==> src/rtl/pmvm.sv <==
// pmvm: parametrised matrix-vector multiply engine.
// Latches a C-element unsigned activation vector on start, then accepts one
// R-wide signed weight column per valid/ready handshake and accumulates R
// dot products. A one-cycle done pulse marks the result vector valid.
// Optional build macro: PMVM_BINARY_EN selects 1-bit +/-1 (XNOR-style)
// weights instead of WW-bit signed multiplies.
module pmvm #(
  parameter int R  = 4,
  parameter int C  = 4,
  parameter int XW = 4,
  parameter int WW = 4,
`ifdef PMVM_BINARY_EN
  localparam int WB = 1,
  localparam int AW = XW + 1 + $clog2(C)
`else
  localparam int WB = WW,
  localparam int AW = XW + WW + $clog2(C)
`endif
) (
  input  logic            i_clk_pmvm,
  input  logic            i_rst_pmvm,
  input  logic            i_start_pmvm,
  input  logic [C*XW-1:0] i_x_pmvm,
  input  logic            i_w_valid_pmvm,
  input  logic [R*WB-1:0] i_w_pmvm,
  output logic            o_w_ready_pmvm,
  output logic            o_busy_pmvm,
  output logic            o_done_pmvm,
  output logic [R*AW-1:0] o_result_pmvm
);

  localparam int CW = $clog2(C);

  typedef enum logic [1:0] {IDLE, RUN, DONE} state_t;

  state_t               state, state_nxt;
  logic [CW-1:0]        col;
  logic [C*XW-1:0]      x_reg;
  logic signed [AW-1:0] acc  [R];
  logic signed [AW-1:0] term [R];
  logic signed [AW-1:0] x_ext;
  logic [XW-1:0]        x_sel;
  logic                 fire;
  logic                 col_last;

  assign fire     = (state == RUN) && i_w_valid_pmvm;
  assign col_last = (col == CW'(C - 1));
  assign x_sel    = x_reg[col*XW +: XW];

  // State register.
  // NOTE: sequential state uses non-blocking (<=) so every flop samples
  // pre-edge values; blocking here would create order-dependent races.
  always_ff @(posedge i_clk_pmvm or negedge i_rst_pmvm) begin
    if (!i_rst_pmvm) state <= IDLE;
    else             state <= state_nxt;
  end

  // Next-state logic: start only from IDLE, leave RUN on the last accepted column.
  // NOTE: default assignment first so no path leaves state_nxt unassigned,
  // which would otherwise infer a latch.
  always_comb begin
    state_nxt = state;
    unique case (state)
      IDLE:    if (i_start_pmvm)        state_nxt = RUN;
      RUN:     if (fire && col_last)    state_nxt = DONE;
      DONE:                             state_nxt = IDLE;
      default:                          state_nxt = IDLE;
    endcase
  end

  // Outputs decoded purely from state.
  always_comb begin
    o_w_ready_pmvm = (state == RUN);
    o_busy_pmvm    = (state != IDLE);
    o_done_pmvm    = (state == DONE);
  end

  // Per-row contribution of the current column: x zero-extended, w sign-extended.
  always_comb begin
    x_ext = AW'(x_sel);
    for (int r = 0; r < R; r++) begin
`ifdef PMVM_BINARY_EN
      term[r] = i_w_pmvm[r] ? x_ext : -x_ext;
`else
      term[r] = x_ext * AW'(signed'(i_w_pmvm[r*WW +: WW]));
`endif
    end
  end

  // Vector latch, column counter and accumulators.
  // NOTE: the accumulator array is small and its zero value is architecturally
  // visible on o_result, so it is reset along with the other registers.
  always_ff @(posedge i_clk_pmvm or negedge i_rst_pmvm) begin
    if (!i_rst_pmvm) begin
      col   <= '0;
      x_reg <= '0;
      for (int r = 0; r < R; r++) acc[r] <= '0;
    end else if (state == IDLE && i_start_pmvm) begin
      col   <= '0;
      x_reg <= i_x_pmvm;
      for (int r = 0; r < R; r++) acc[r] <= '0;
    end else if (fire) begin
      col <= col + CW'(1);
      for (int r = 0; r < R; r++) acc[r] <= acc[r] + term[r];
    end
  end

  // Result bus mirrors the accumulators.
  always_comb begin
    o_result_pmvm = '0;
    for (int r = 0; r < R; r++) o_result_pmvm[r*AW +: AW] = acc[r];
  end

endmodule

==> config.mk <==
export PLATFORM = sky130hd
export DESIGN_NAME = pmvm
export DESIGN_NICKNAME = d
export VERILOG_FILES = /design/src/rtl/pmvm.sv
export SDC_FILE = /design/constraint.sdc
export NUM_CORES = 1
export LEC_CHECK = 0
export ABC_AREA = 1
export ABC_CLOCK_PERIOD_IN_PS = 3600
export CAP_MARGIN = 20
export CORE_AREA = 4 4 115 117
export CTS_CLUSTER_DIAMETER = 200
export DETAILED_ROUTE_END_ITERATION = 7
export DIE_AREA = 0 0 119 121
export DONT_BUFFER_PORTS = 1
export GPL_TIMING_DRIVEN = 0
export PLACE_DENSITY = 0.66
export SYNTH_ARGS = -nofsm -noshare
export SYNTH_HDL_FRONTEND = slang
export SYNTH_SLANG_ARGS = --single-unit
==> constraint.sdc <==
create_clock -name i_clk_pmvm -period 3.6 [get_ports i_clk_pmvm]
set_input_delay 0.54 -clock i_clk_pmvm [delete_from_list [all_inputs] [get_ports i_clk_pmvm]]
set_output_delay 0.54 -clock i_clk_pmvm [all_outputs]
set_load 0.02 [all_outputs]
* Word level (Yosys, flattened, before mapping)
Cells that the tools add are included.
** Storage, ports and cells
- Register bits :: 60
- Input port bits :: 36
- Output and inout bits :: 43
- Logic and storage cells :: 36
** Cells by class
- $add $sub $neg :: 5
- Multiply operators :: 4
- Equality and inequality tests :: 5
- Shift operators :: 1
- Muxes and demuxes :: 7
- Reductions and logical operators :: 7
** Operator list (count)
- 2-to-1 mux 40 bit :: 2
- adder 10 x 9 -> 10 bit :: 4
- multiplier 5 x 4 -> 9 bit :: 4
- indexed part select 16 x 5 -> 4 bit :: 1
- 2-to-1 mux 2 bit :: 4
- == test 2 bit (second input constant) :: 2
- case mux 2 bit (2 select lines) :: 1
- nonzero test 2 bit :: 2
- logical AND 1 bit :: 3
- adder 2 x 1 -> 2 bit (second input constant) :: 1
- == test 2 x 1 -> 1 bit (second input constant) :: 1
- logical NOT 2 bit :: 1
- != test 2 x 1 -> 1 bit (second input constant) :: 1
- != test 2 bit (second input constant) :: 1
- AND reduction 2 bit :: 1

* Depth between registers and ports, before layout
- Depth after elaboration :: 5
- Gate-level depth with buffers :: 22
- Mapped depth without buffers :: 21

* Least setup slack after synthesis
OpenSTA, ideal clock, no wires.
- Kind :: reg-to-reg
- Start :: register col[0]
- End :: register acc (netlist bit o_result_pmvm[26])
- Setup time :: 129 ps
- Arrival time :: 3554 ps
- Required time :: 3471 ps
- Slack :: -83 ps
- Cell stages (with the launch flop) :: 15
- Buffers on the path :: 2
- Clock period less this slack :: 3683 ps
- Cells stage by stage :: dfrtp_1 > buf_4 > a21oi_1 > a32o_2 > buf_2 > nand2_1 > fa_1 > fa_1 > fa_1 > inv_1 > fa_1 > nand3_1 > nand3_1 > o21ai_0 > o21ai_0
** On the way
- Cells in the longest elaborated chain, start to end :: 5
** Ends and longest elaborated chain
- start: declaration :: RTL line 37 : logic [CW-1:0] col;
- start signal: assignment :: RTL line 103 : col <= col + CW'(1);
- indexed part select 16 x 5 -> 4 bit :: RTL line 48 : assign x_sel = x_reg[col*XW +: XW];
- multiplier 5 x 4 -> 9 bit :: RTL line 85 : term[r] = x_ext * AW'(signed'(i_w_pmvm[r*WW +: WW]));
- adder 10 x 9 -> 10 bit :: RTL line 104 : for (int r = 0; r < R; r++) acc[r] <= acc[r] + term[r];
- 2-to-1 mux 40 bit :: RTL line 102 : end else if (fire) begin
- 2-to-1 mux 40 bit :: RTL line 98 : end else if (state == IDLE && i_start_pmvm) begin
- end: declaration :: RTL line 39 : logic signed [AW-1:0] acc [R];
No other way between the ends. The select of a mux whose other input is x is not followed.
A chain may end at the register's enable or synchronous reset.

* Final worst setup path
- Start :: register col[0]
- End :: register acc (netlist bit o_result_pmvm[6])
Same word-level chain as after synthesis.

==> results.yml <==
routing:
  ant_nets: 0
  wirelength_um: 15400
  vias: 4888
  drt_iter0_drc: 197
  vias_per_cell: 5.10
  wl_per_cell_um: 16.1
  drt_pass1_iterations: 4
  drc: 0
layout:
  final_nets: 947
  fin_cells: 959
  syn_to_final_growth_pct: 21.0
  largest_register_ffs: 40
  n_antenna_cell: 0
  nFillCells: 1029
  drive_above_1_share: 0.201
placed_design:
  io_buffers: 0
  dp_cells: 918
  gp_congestion: 0.848
  place_hpwl_um: 11000
min_path:
  hold_path_class: "in -> async"
die:
  die-width_um: 119
  die_h_um: 121
  ios: 79
  start_util: 0.481
  rows: 41
  die_area_um2: 14400
  core-area_um2: 12400
setup_path:
  slowest_stage: "fa_1"
  startpoint_type: "flip-flop"
  cp_max_fo: 6
  cp_cell_sequence: "buf_6 > inv_8 > nand2_1 > nand3_2 > nand2_4 > buf_8 > nor2_2 > fa_1 > fa_1 > inv_1 > fa_1 > inv_1 > ha_4 > buf_4 > nand3_2 > nand3_2 > a21oi_1 > o21ai_1 > o21ai_1"
  path_class: "reg -> reg"
  cp.required_ps: 3830
  cp-end-kind: "flip-flop"
  max_stage_delay_ps: 520
  crit_arrival_ps: 3870
yosys:
  synthTopCellsByArea: "dfrtp_1 25%, ha_1 18%, fa_1 15%"
  syn-num-nets: 911
  yosys.area_share.adder: 0.327
  syn_area_um2: 5940
  synth-xor-area-share: 0.00590
  synth-compound-area-share: 0.0600
  syn-instance-count: 746
  synth-edff-count: 0
  synth_top_area_share: 0.253
  yosys_warnings: 0
  synth_top_cell_by_area: "dfrtp_1"
  synth.distinct_cells: 26
  synth-simple-area-share: 0.211
  synth_most_common_cell: "nand2_1"
  muxShareOfSynthArea: 0.0303
  synth-seq-cells: 60
  ys_seq_area_frac: 0.253
  synth-main-ff-cell: "dfrtp_1"
  syn_avg_cell_area_um2: 7.97
  synth_top_family_by_area: "adder cells"
  async_flop_share: 1.00
  netlist_top_cells_count: "196 x nand2_1, 153 x inv_1, 85 x ha_1, 60 x dfrtp_1, 59 x nor2_1"
global_routing:
  grt_pass1_vias: 5072
  grtUsageTotal: 0.220
  grt_pass1_wl_um: 24900
  grt_max_degree: 61
  gr-total-overflow: 0
  grt_antenna_before_repair: 0
sta:
  timing.final.ws_setup_ps: -41.8
  period_minus_slack_ps: 3640
  clock.fmax_ghz: 0.275
  finalSetupViolCount: 8
  hold_viol_final: 0
  finalClockSkew_ps: 3.77
  relSlewSlack: 0.748
  maxSlewViolCount: 0
  fin_crit_sh: 1.01
  rsz0062_at_grt: "true"
  worst_pin_slew_ps: 377
status:
  status: "finished with violations"
  violations: "negative setup slack"
clock_network:
  clock_sinks: 60
  numCtsBuffers: 9
  htreeDepth: 3
  clockBufferDepth: 2
  cts_tree: "done"
  cts.clk_slew.worst_paths_ps: 60
  clock-root-buffer: "clkbuf_16"
  clk_latency_ps: 350
job:
  cap_violations: 0
[repair_timing]
item	4_1_cts	5_1_grt
setup buffers	14	8
resized for setup	67	60
hold endpoints to repair	60	0
cloned	2	0
setup endpoints to repair	28	23
hold buffers	1	0
pin swaps	43	26
[cell families after synthesis]
family / count (synthesis)
xor+xnor: 4
flops: 60
fa+ha+maj: 129
mux: 16
simple gates: 306
buf+inv: 170
compound gates: 61
[path summary, 6_finish.rpt]
kind / depth (start not counted) / slack [ps] / startpoint / to
max: 19 / -40 / col[0]$_DFFE_PN0P_ / o_result_pmvm[6]$_DFFE_PN0P_
min: 1 / 60 / i_rst_pmvm / x_reg[6]$_DFFE_PN0P_
max reg2reg: 19 / -40 / col[0]$_DFFE_PN0P_ / o_result_pmvm[6]$_DFFE_PN0P_
min reg2reg: 1 / 490 / x_reg[3]$_DFFE_PN0P_ / x_reg[3]$_DFFE_PN0P_
max in group asynchronous: 1 / 3270 / i_rst_pmvm / o_result_pmvm[38]$_DFFE_PN0P_
min in group i_clk_pmvm: 2 / 320 / i_w_valid_pmvm / state[1]$_DFFE_PN0P_
[placed cells by master, fill, tap and decap left out, types with 12 or more instances in the layout]
cell type / n
a21oi_1: 14
a22o_1: 12
buf_4: 17
dfrtp_1: 59
fa_1: 40
ha_1: 77
inv_1: 142
inv_2: 12
nand2_1: 173
nand2_2: 17
nand3_1: 17
nand3_2: 14
nor2_1: 50
o21ai_1: 14
[metal layers]
| layer | share of wire | vias to the layer above | GRT usage |
|---|---|---|---|
| met2 | 0.52 | 90 | 0.387 |
| met1 | 0.41 | 2378 | 0.261 |
| met5 | 0 | - | 0 |
| met4 | 0.018 | 0 | 0.0652 |
| li1 | - | 2402 | - |
| met3 | 0.056 | 18 | 0.0611 |
[critical path, delay by kind of cell (launching register included)]
family,cells,cell delay (ps)
buf+inv,6,610
simple gates,6,500
compound gates,3,240
fa+ha+maj,4,1750
flops,1,390
[through the flow]
step	setup TNS, ps	hold slack, ps	util	worst slack [ps]	area, um^2
after CTS	-138	71.9	0.559	-37.8	6910
final	-184	58.3	0.581	-41.8	7190
after floorplan	-19.2	244	-	-19.2	5960
after global placement	-6580	247	0.500	-388	6180
after detailed placement	-7440	247	0.500	-461	6180
after global routing	-2860	89.7	0.581	-191	7190
[final cells by class]
class	instances	area, um^2	area share
inverters	159	624	0.0869
clock buffers	9	225	0.0313
flip-flops and latches	60	1500	0.209
well taps	172	215	0.0299
repair inverters	1	8.76	0.00122
clock inverters	7	124	0.0172
multi-input cells	516	4180	0.581
repair buffers	24	224	0.0312
plain buffers	11	88.8	0.0124
Power is left out: the tool's default activity adds up to more than one toggle a clock period on the data nets, which glitch-free logic cannot reach.
